===== src/rtl/ioshim_memio_arb_if.sv =====
// Requester-side and memio-side signal bundle for the ioshim memio arbiter.
// master = arbiter view; slave = requesters plus the ioshim_cpu memio port.
interface ioshim_memio_arb_if #(
    parameter int unsigned NREQ = 2
);
    logic [NREQ-1:0]    req_rd;
    logic [2*NREQ-1:0]  req_wr;
    logic [11*NREQ-1:0] req_addr;
    logic [16*NREQ-1:0] req_wdata;
    logic [NREQ-1:0]    req_done;
    logic [NREQ-1:0]    req_err;
    logic [15:0]        req_rdata;
    logic               m_rd;
    logic [1:0]         m_wr;
    logic [10:0]        m_addr;
    logic [15:0]        m_wdata;
    logic [15:0]        m_rdata;
    logic               m_done;

    modport master (
        input  req_rd, req_wr, req_addr, req_wdata, m_rdata, m_done,
        output req_done, req_err, req_rdata, m_rd, m_wr, m_addr, m_wdata
    );

    modport slave (
        output req_rd, req_wr, req_addr, req_wdata, m_rdata, m_done,
        input  req_done, req_err, req_rdata, m_rd, m_wr, m_addr, m_wdata
    );
endinterface


===== src/rtl/ioshim_memio_arb.sv =====
// Round-robin arbiter sharing the ioshim_cpu memio port between NREQ requesters,
// with registered port drive and a watchdog that aborts hung transfers.
module ioshim_memio_arb #(
    parameter int unsigned NREQ    = 2,
    parameter int unsigned TIMEOUT = 255
) (
    input  logic                clk,
    input  logic                reset,
    ioshim_memio_arb_if.master  bus,
    output logic                busy
);
    localparam int unsigned PTR_W = (NREQ > 1) ? $clog2(NREQ) : 1;

    localparam logic [0:0] IDLE  = 1'b0;
    localparam logic [0:0] GRANT = 1'b1;

    logic [0:0]       state;
    logic [PTR_W-1:0] rr;
    logic [PTR_W-1:0] owner;
    logic [PTR_W-1:0] owner_next;
    logic [15:0]      wd;
    logic [NREQ-1:0]  active;
    logic             found;
    logic [PTR_W-1:0] pick;
    logic [1:0]       pick_wr;
    int unsigned      cand;

    always_comb begin
        for (int unsigned i = 0; i < NREQ; i++) begin
            active[i] = bus.req_rd[i] | (|bus.req_wr[2*i +: 2]);
        end
    end

    // First active index at or after rr, scanning with wrap-around.
    always_comb begin
        found = 1'b0;
        pick  = '0;
        cand  = 0;
        for (int unsigned k = 0; k < NREQ; k++) begin
            cand = int'(rr) + k;
            if (cand >= NREQ) cand = cand - NREQ;
            if (!found && active[cand]) begin
                found = 1'b1;
                pick  = PTR_W'(cand);
            end
        end
    end

    assign pick_wr    = bus.req_wr[2*pick +: 2];
    assign owner_next = (int'(owner) == NREQ - 1) ? '0 : owner + 1'b1;
    assign busy       = (state == GRANT);

    always_ff @(posedge clk) begin
        if (reset) begin
            state         <= IDLE;
            rr            <= '0;
            owner         <= '0;
            wd            <= '0;
            bus.m_rd      <= 1'b0;
            bus.m_wr      <= '0;
            bus.m_addr    <= '0;
            bus.m_wdata   <= '0;
            bus.req_done  <= '0;
            bus.req_err   <= '0;
            bus.req_rdata <= '0;
        end else begin
            bus.req_done <= '0;
            bus.req_err  <= '0;
            case (state)
                IDLE: begin
                    if (found) begin
                        bus.m_addr  <= bus.req_addr[11*pick +: 11];
                        bus.m_wdata <= bus.req_wdata[16*pick +: 16];
                        bus.m_wr    <= pick_wr;
                        bus.m_rd    <= bus.req_rd[pick] & ~(|pick_wr);
                        owner       <= pick;
                        wd          <= '0;
                        state       <= GRANT;
                    end
                end
                GRANT: begin
                    if (wd != '1) wd <= wd + 16'd1;
                    // Completion takes priority over a coincident watchdog expiry.
                    if (bus.m_done) begin
                        bus.req_done[owner] <= 1'b1;
                        if (bus.m_rd) bus.req_rdata <= bus.m_rdata;
                        bus.m_rd <= 1'b0;
                        bus.m_wr <= '0;
                        rr       <= owner_next;
                        state    <= IDLE;
                    end else if (wd == 16'(TIMEOUT - 1)) begin
                        bus.req_err[owner] <= 1'b1;
                        bus.m_rd <= 1'b0;
                        bus.m_wr <= '0;
                        rr       <= owner_next;
                        state    <= IDLE;
                    end
                end
                default: state <= IDLE;
            endcase
        end
    end
endmodule


===== src/flat_wrapper.sv =====
// flat-port wrapper written by rule: the top's interface ports become plain ports
module ioshim_memio_arb_flat 
#(
    parameter int unsigned NREQ    = 2,
    parameter int unsigned TIMEOUT = 255
)
  (clk, reset, busy, bus_req_rd, bus_req_wr, bus_req_addr, bus_req_wdata, bus_m_rdata, bus_m_done, bus_req_done, bus_req_err, bus_req_rdata, bus_m_rd, bus_m_wr, bus_m_addr, bus_m_wdata);
  ioshim_memio_arb_if #(.NREQ(NREQ)) bus_i ();
  input  logic clk;
  input  logic reset;
  output logic busy;
  input wire logic [$bits(bus_i.req_rd)-1:0] bus_req_rd;
  input wire logic [$bits(bus_i.req_wr)-1:0] bus_req_wr;
  input wire logic [$bits(bus_i.req_addr)-1:0] bus_req_addr;
  input wire logic [$bits(bus_i.req_wdata)-1:0] bus_req_wdata;
  input wire logic [$bits(bus_i.m_rdata)-1:0] bus_m_rdata;
  input wire logic [$bits(bus_i.m_done)-1:0] bus_m_done;
  output wire logic [$bits(bus_i.req_done)-1:0] bus_req_done;
  output wire logic [$bits(bus_i.req_err)-1:0] bus_req_err;
  output wire logic [$bits(bus_i.req_rdata)-1:0] bus_req_rdata;
  output wire logic [$bits(bus_i.m_rd)-1:0] bus_m_rd;
  output wire logic [$bits(bus_i.m_wr)-1:0] bus_m_wr;
  output wire logic [$bits(bus_i.m_addr)-1:0] bus_m_addr;
  output wire logic [$bits(bus_i.m_wdata)-1:0] bus_m_wdata;
  assign bus_i.req_rd = bus_req_rd;
  assign bus_i.req_wr = bus_req_wr;
  assign bus_i.req_addr = bus_req_addr;
  assign bus_i.req_wdata = bus_req_wdata;
  assign bus_i.m_rdata = bus_m_rdata;
  assign bus_i.m_done = bus_m_done;
  assign bus_req_done = bus_i.req_done;
  assign bus_req_err = bus_i.req_err;
  assign bus_req_rdata = bus_i.req_rdata;
  assign bus_m_rd = bus_i.m_rd;
  assign bus_m_wr = bus_i.m_wr;
  assign bus_m_addr = bus_i.m_addr;
  assign bus_m_wdata = bus_i.m_wdata;
  ioshim_memio_arb #(.NREQ(NREQ), .TIMEOUT(TIMEOUT)) u_core (.clk(clk), .reset(reset), .bus(bus_i), .busy(busy));
endmodule

===== config.mk =====
export PLATFORM = sky130hd
export DESIGN_NAME = ioshim_memio_arb_flat
export DESIGN_NICKNAME = d
export VERILOG_FILES = /design/src/rtl/ioshim_memio_arb_if.sv /design/src/rtl/ioshim_memio_arb.sv /design/src/flat_wrapper.sv
export SDC_FILE = /design/constraint.sdc
export NUM_CORES = 1
export LEC_CHECK = 0
export CORE_ASPECT_RATIO = 1.2
export CORE_MARGIN = 5
export CORE_UTILIZATION = 63
export DETAILED_ROUTE_END_ITERATION = 8
export DONT_BUFFER_PORTS = 1
export PLACE_DENSITY = 0.79
export SYNTH_ARGS = -nofsm -noshare
export SYNTH_HDL_FRONTEND = slang
export SYNTH_SLANG_ARGS = --single-unit
export TNS_END_PERCENT = 100

===== constraint.sdc =====
create_clock -name clk -period 3.64 [get_ports clk]
set_input_delay 0.364 -clock clk [delete_from_list [all_inputs] [get_ports clk]]
set_output_delay 0.364 -clock clk [all_outputs]
set_load 0.005 [all_outputs]

== Word-level counts from Yosys, hierarchy flattened ==
Cells that the tools add are included.

* Flip-flop bits (word level): 69
* Output and inout port bits: 51
* Input port bits: 79

* Order comparisons: 7
* $mul: 1
* Reduce and logical (&&, ||, !) cells: 14
* Bitwise logic cells: 7
* Mux-type cells: 32
* Shift-type cells: 3
* Eq/ne operators: 5
* Add/sub/neg operators: 5

{| class="wikitable"
|+ Operators with widths
! cell !! number
|-
| $lt A32 B2 Y1 const B || 2
|-
| $mux W32 || 2
|-
| $ge A32 B2 Y1 const B || 1
|-
| $mux W16 || 2
|-
| $pmux W16 S2 || 1
|-
| $shiftx A32 B6 Y16 || 1
|-
| $sub A32 B2 Y32 const B || 1
|-
| $shiftx A22 B6 Y11 || 1
|-
| $mux W1 || 20
|-
| $add A16 B1 Y16 const B || 1
|-
| $eq A16 B8 Y1 const B || 1
|-
| $ne A16 B16 Y1 const B || 1
|-
| $reduce_and A2 Y1 || 4
|-
| $mux W2 || 3
|-
| $reduce_or A2 Y1 || 3
|-
| $mul A4 B1 Y5 const A || 1
|-
| $lt A1 B2 Y1 const B || 2
|-
| $not A1 Y1 || 4
|-
| $pmux W1 S2 || 2
|-
| $pmux W2 S2 || 1
|-
| $reduce_or A4 Y1 || 1
|-
| $shiftx A4 B3 Y2 || 1
|-
| $ne A3 B3 Y1 const B || 1
|-
| $reduce_and A3 Y1 || 1
|-
| other kinds (14) || 16
|}

== Depth between registers and ports, before layout ==
* Word-level depth: 14
* Depth in mapped cells: 6
* Gate-level depth less buffers: 6

== Worst setup path after synthesis ==
OpenSTA, ideal clock, no wires.

* Path type: input to register
* Start: input bus_req_rd[1]
* End: register u_core.bus.m_addr[1]
* Setup time: 0.119 ns
* Stages on the path: 6
* Required time: 3.521 ns
* Data arrival time: 1.518 ns
* Slack: 2.003 ns
* Path through: or3_4 o21ai_0 buf_4 buf_4 mux2i_1 o2bb2ai_1

* Word-level cells in the longest chain between the ends: 9
* Elaborated cells on any way between the ends: 14
* Classes of those cells: mul (1); shift (1); mux (8); bitwise (1); reduce/logical (3)

{| class="wikitable"
|+ RTL lines
! item !! line !! source
|-
| start: declaration || flat_wrapper.sv:12 || <nowiki>input wire logic [$bits(bus_i.req_rd)-1:0] bus_req_rd;</nowiki>
|-
| $or A1 B1 Y1 (*) || ioshim_memio_arb.sv:30 || <nowiki>active[i] = bus.req_rd[i] | (|bus.req_wr[2*i +: 2]);</nowiki>
|-
| $mux W1 (implied by the code) (2 in a row) || ioshim_memio_arb.sv:42 || <nowiki>if (!found && active[cand]) begin</nowiki>
|-
| $mux W1 || ioshim_memio_arb.sv:42 ||
|-
| $logic_not A1 Y1 || ioshim_memio_arb.sv:42 ||
|-
| $logic_and A1 B1 Y1 || ioshim_memio_arb.sv:42 ||
|-
| $mux W1 || ioshim_memio_arb.sv:42 ||
|-
| $mul A4 B1 Y5 || ioshim_memio_arb.sv:72 || <nowiki>bus.m_addr <= bus.req_addr[11*pick +: 11];</nowiki>
|-
| $shiftx A22 B6 Y11 || ioshim_memio_arb.sv:72 ||
|-
| end signal: assignment || ioshim_memio_arb.sv:72 ||
|-
| end: declaration || ioshim_memio_arb_if.sv:22 || <nowiki>output req_done, req_err, req_rdata, m_rd, m_wr, m_addr, m_wdata</nowiki>
|}

Mark *: on every way between the ends. The rest lies on a longest branch, timed or not. The select of a mux whose other input is x is not followed.
A chain may end at the register's enable or synchronous reset.

== Worst setup path in the final report ==
* Start: register u_core.state (netlist: u_core.busy)
* End: register u_core.bus.m_wr[0]

* Word-level cells in the longest chain between the ends: 3
* Elaborated cells on any way between the ends: 5
* Classes of those cells: eq/ne (2); mux (1); bitwise (1); reduce/logical (1)

{| class="wikitable"
|+ RTL lines
! item !! line !! source
|-
| start: declaration || ioshim_memio_arb.sv:17 || <nowiki>logic [0:0] state;</nowiki>
|-
| start signal: assignment || ioshim_memio_arb.sv:55 || <nowiki>state <= IDLE;</nowiki>
|-
| start signal: assignment || ioshim_memio_arb.sv:78 || <nowiki>state <= GRANT;</nowiki>
|-
| start signal: assignment || ioshim_memio_arb.sv:90 || <nowiki>state <= IDLE;</nowiki>
|-
| $not A1 Y1 (no line) || -- ||
|-
| $ne A2 B1 Y1 (no line) || -- ||
|-
| $reduce_and A2 Y1 (no line) || -- ||
|-
| end signal: assignment || ioshim_memio_arb.sv:74 || <nowiki>bus.m_wr <= pick_wr;</nowiki>
|-
| end: declaration || ioshim_memio_arb_if.sv:22 ||
|}

Parallel ways exist; a longest one is shown, timed or not.

==> results.sh <==
export IMPL_tightest_slew_ns=1.11
export IMPL_io_buffers=0
export IMPL_start_kind="flip-flop"
export IMPL_grtUsageMet3_pct=9.05
export IMPL_path_class="flip-flop to flip-flop"
export IMPL_clock_latency_ns=0.35
export IMPL_clockRootBuffer="clkbuf_8"
export IMPL_ys_warn_count=0
export IMPL_vias=2499
export IMPL_synthToLayoutAreaGrowth_pct=7.52
export IMPL_die_h_um=86.8
export IMPL_dieArea_um2=6420
export IMPL_finalSetupViolCount=0
export IMPL_rows=28
export IMPL_syn_num_nets=408
export IMPL_crit_path_end_kind="flip-flop"
export IMPL_die_w_um=74.0
export IMPL_layout_worst_path_cycle_share_pct=61.6
export IMPL_num_antenna_cells=0
export IMPL_fin_skew_ns=0.00654
export IMPL_ios=130
export IMPL_antenna_found_initial=0
export IMPL_grtUsageTotal_pct=22.7
export IMPL_initial_core_util_pct=64.0
export IMPL_clock_sinks=69
export IMPL_switching_share_pct=22.8
export IMPL_ys_async_sr_fraction_pct=0
export IMPL_cp_data_arrival_time_ns=2.54
export IMPL_avgSynthCellArea_um2=9.46
export IMPL_finalPower_uw=1700
export IMPL_cts_inserted_buffers=9
export IMPL_drtPass1Iterations=4
export IMPL_cts_hold_buf=0
export IMPL_synthesis_area_um2=3090
export IMPL_h_tree_depth=3
export IMPL_synth_ff_type="dfxtp_1"
export IMPL_seq_area_frac_synth_pct=44.6
export IMPL_multiInputGateArea_um2=1590
export IMPL_hpwlAfterDp_um=5210
export IMPL_slew_headroom_pct=25.5
export IMPL_grt_pass1_vias=2437
export IMPL_drt_wirelength_per_cell_um=18.9
export IMPL_grt_max_degree=29
export IMPL_finalHoldViolations=0
export IMPL_layout_drive_gt1_share_pct=8.07
export IMPL_p_leak_uw=0.00120
export IMPL_final_nets=398
export IMPL_wl_um=7220
export IMPL_final_cell_count_no_fill=382
export IMPL_ant_nets=0
export IMPL_yosys_register_bits=69
export IMPL_nFillCells=389
export IMPL_outcome="finished clean"
export IMPL_internal_power_uw=1320
export IMPL_coreArea_um2=4830
export IMPL_p_switching_uw=389
export IMPL_seqPwrFrac_pct=48.2
export IMPL_dp_cells=366
export IMPL_rsz0062_at_grt="false"
export IMPL_cts_resized_gates=0
export IMPL_grt_util_met2_pct=36.7
export IMPL_cts_tree="done"
export IMPL_fin_crit_ns=2.24
export IMPL_cp_required_ns=3.93
export IMPL_initialDrtViolationCount=189
export IMPL_grt_first_pass_wirelength_um=11300
export IMPL_grt_util_met1_pct=26.7
export IMPL_max_freq_mhz=446
export IMPL_power_density_nw_per_um2=512
export IMPL_cts_setup_buffers=0
export IMPL_synth_edf_count=0
export IMPL_hold_path_class="input port to flip-flop"
export IMPL_power_frac_clock_pct=45.2
export IMPL_top_usage_layer="met2"
export IMPL_ir_drop_mv=0.310
export IMPL_slew_viol_final=0
export IMPL_cap_violations=0
export IMPL_place_gp_congestion=0.901
export IMPL_synth_cells=327
export IMPL_ys_types=44
export IMPL_ff_latch_area_um2=1380
export IMPL_route_detailed_drc=0
export IMPL_cp_max_fo=21
export IMPL_p_comb_share_pct=6.6
export IMPL_cts_path_max_buffers=2
export IMPL_grt_overflow=0
export IMPL_tns_ns=0
export IMPL_routed_via_density=6.54
export IMPL_path_clk_slew_ns=0.07
## cell usage after synthesis (4+ instances only)
master	instances	area share (%)
inv_1	6	0.73
nand3b_1	4	0.97
nand3_1	11	1.8
clkbuf_1	11	1.3
nand2_1	42	5.1
o31ai_1	8	1.9
nand4_1	7	1.4
buf_2	6	0.97
dfxtp_1	69	45
or4_1	7	1.7
buf_4	6	1.5
nor2_1	7	0.85
o2bb2ai_1	27	7.6
a21oi_1	23	3.7
mux2i_1	32	10
nor3_1	6	0.97
o21ai_0	6	0.97
nor4_1	7	1.4
## sequential cells by signal, summed over array words and instances (netlist names)
signal	cells
u_core.bus.m_addr	11
u_core.bus.m_rd	1
u_core.bus.m_wdata	16
u_core.bus.m_wr	2
u_core.bus.req_done	2
u_core.bus.req_err	2
u_core.bus.req_rdata	16
u_core.busy	1
u_core.owner	1
u_core.rr	1
u_core.wd	16
## cell usage in the layout (no fill, tap or decap), types with 4 or more instances in the layout
cell type / synthesis / final
dfxtp_1: 69 / 69
nand2_1: 42 / 42
mux2i_1: 32 / 32
o2bb2ai_1: 27 / 27
a21oi_1: 23 / 23
nand3_1: 11 / 11
clkbuf_8: 0 / 10
o31ai_1: 8 / 8
nor4_1: 7 / 7
nand4_1: 7 / 7
nor2_1: 7 / 7
or4_1: 7 / 7
inv_1: 6 / 6
nor3_1: 6 / 6
o21ai_0: 6 / 5
nand3b_1: 4 / 4
## cell type report
type                       count  area share, %
multi-input combinational    229           47.6
sequential                    69           41.5
clock buffer                  11           4.25
clock inverter                 5           3.20
tap                           60           2.26
inverter                       6          0.677
timing repair buffer           2          0.451
## worst max-delay path, cell delays in order (launching register included)
cell	delay, ns
dfxtp_1	0.75
o21bai_2	0.39
and2_1	0.51
buf_4	0.34
a32o_1	0.19
## power by group through the flow
stage                     combinational (uW)  clock [uW]  sequential (uW)
after floorplan                          106           0              826
after global placement                   108           0              840
after detailed placement                 113           0              840
after CTS                                113         776              823
after global routing                     124         806              827
final                                    112         770              822
## kinds of logic after synthesis
| group | share of synthesized area, % |
|---|---|
| muxes | 10.4 |
| adders and majority gates | 0.809 |
| AOI/OAI and AO/OA | 20.9 |
| buffers and inverters | 4.49 |
| and+or+nand+nor | 18.8 |
| DFF | 44.6 |
## per-layer routing
metal  part of all wire (%)  up-vias
li1                       -     1210
met1                     38     1165
met2                     50      108
met3                    9.6       16
met4                    1.8        0
met5                      0        -
## path summary, 6_finish.rpt
path / start / endpoint / slack [ns] / cells past startpoint
worst max-delay path: u_core.busy / u_core.bus.m_wr[0] / 1.40 / 4
worst max register to register: u_core.busy / u_core.bus.m_wr[0] / 1.40 / 4
worst min register to register: u_core.bus.req_rdata[5] / u_core.bus.req_rdata[5] / 0.47 / 2
worst min-delay path: reset / u_core.bus.req_rdata[11] / 0.07 / 1
## metrics by stage
step / area (um^2) / hold WS (ns) / worst slack (ns) / utilization [%]
after detailed placement: 3080 / 0.438 / 1.29 / 63.7
after global placement: 3080 / 0.435 / 1.35 / 63.7
after global routing: 3330 / 0.0591 / 1.23 / 68.8
final: 3330 / 0.0732 / 1.40 / 68.8
after floorplan: 3090 / 0.426 / 2.00 / -
after CTS: 3330 / 0.0629 / 1.41 / 68.8
(Power assumes the default switching activity.)
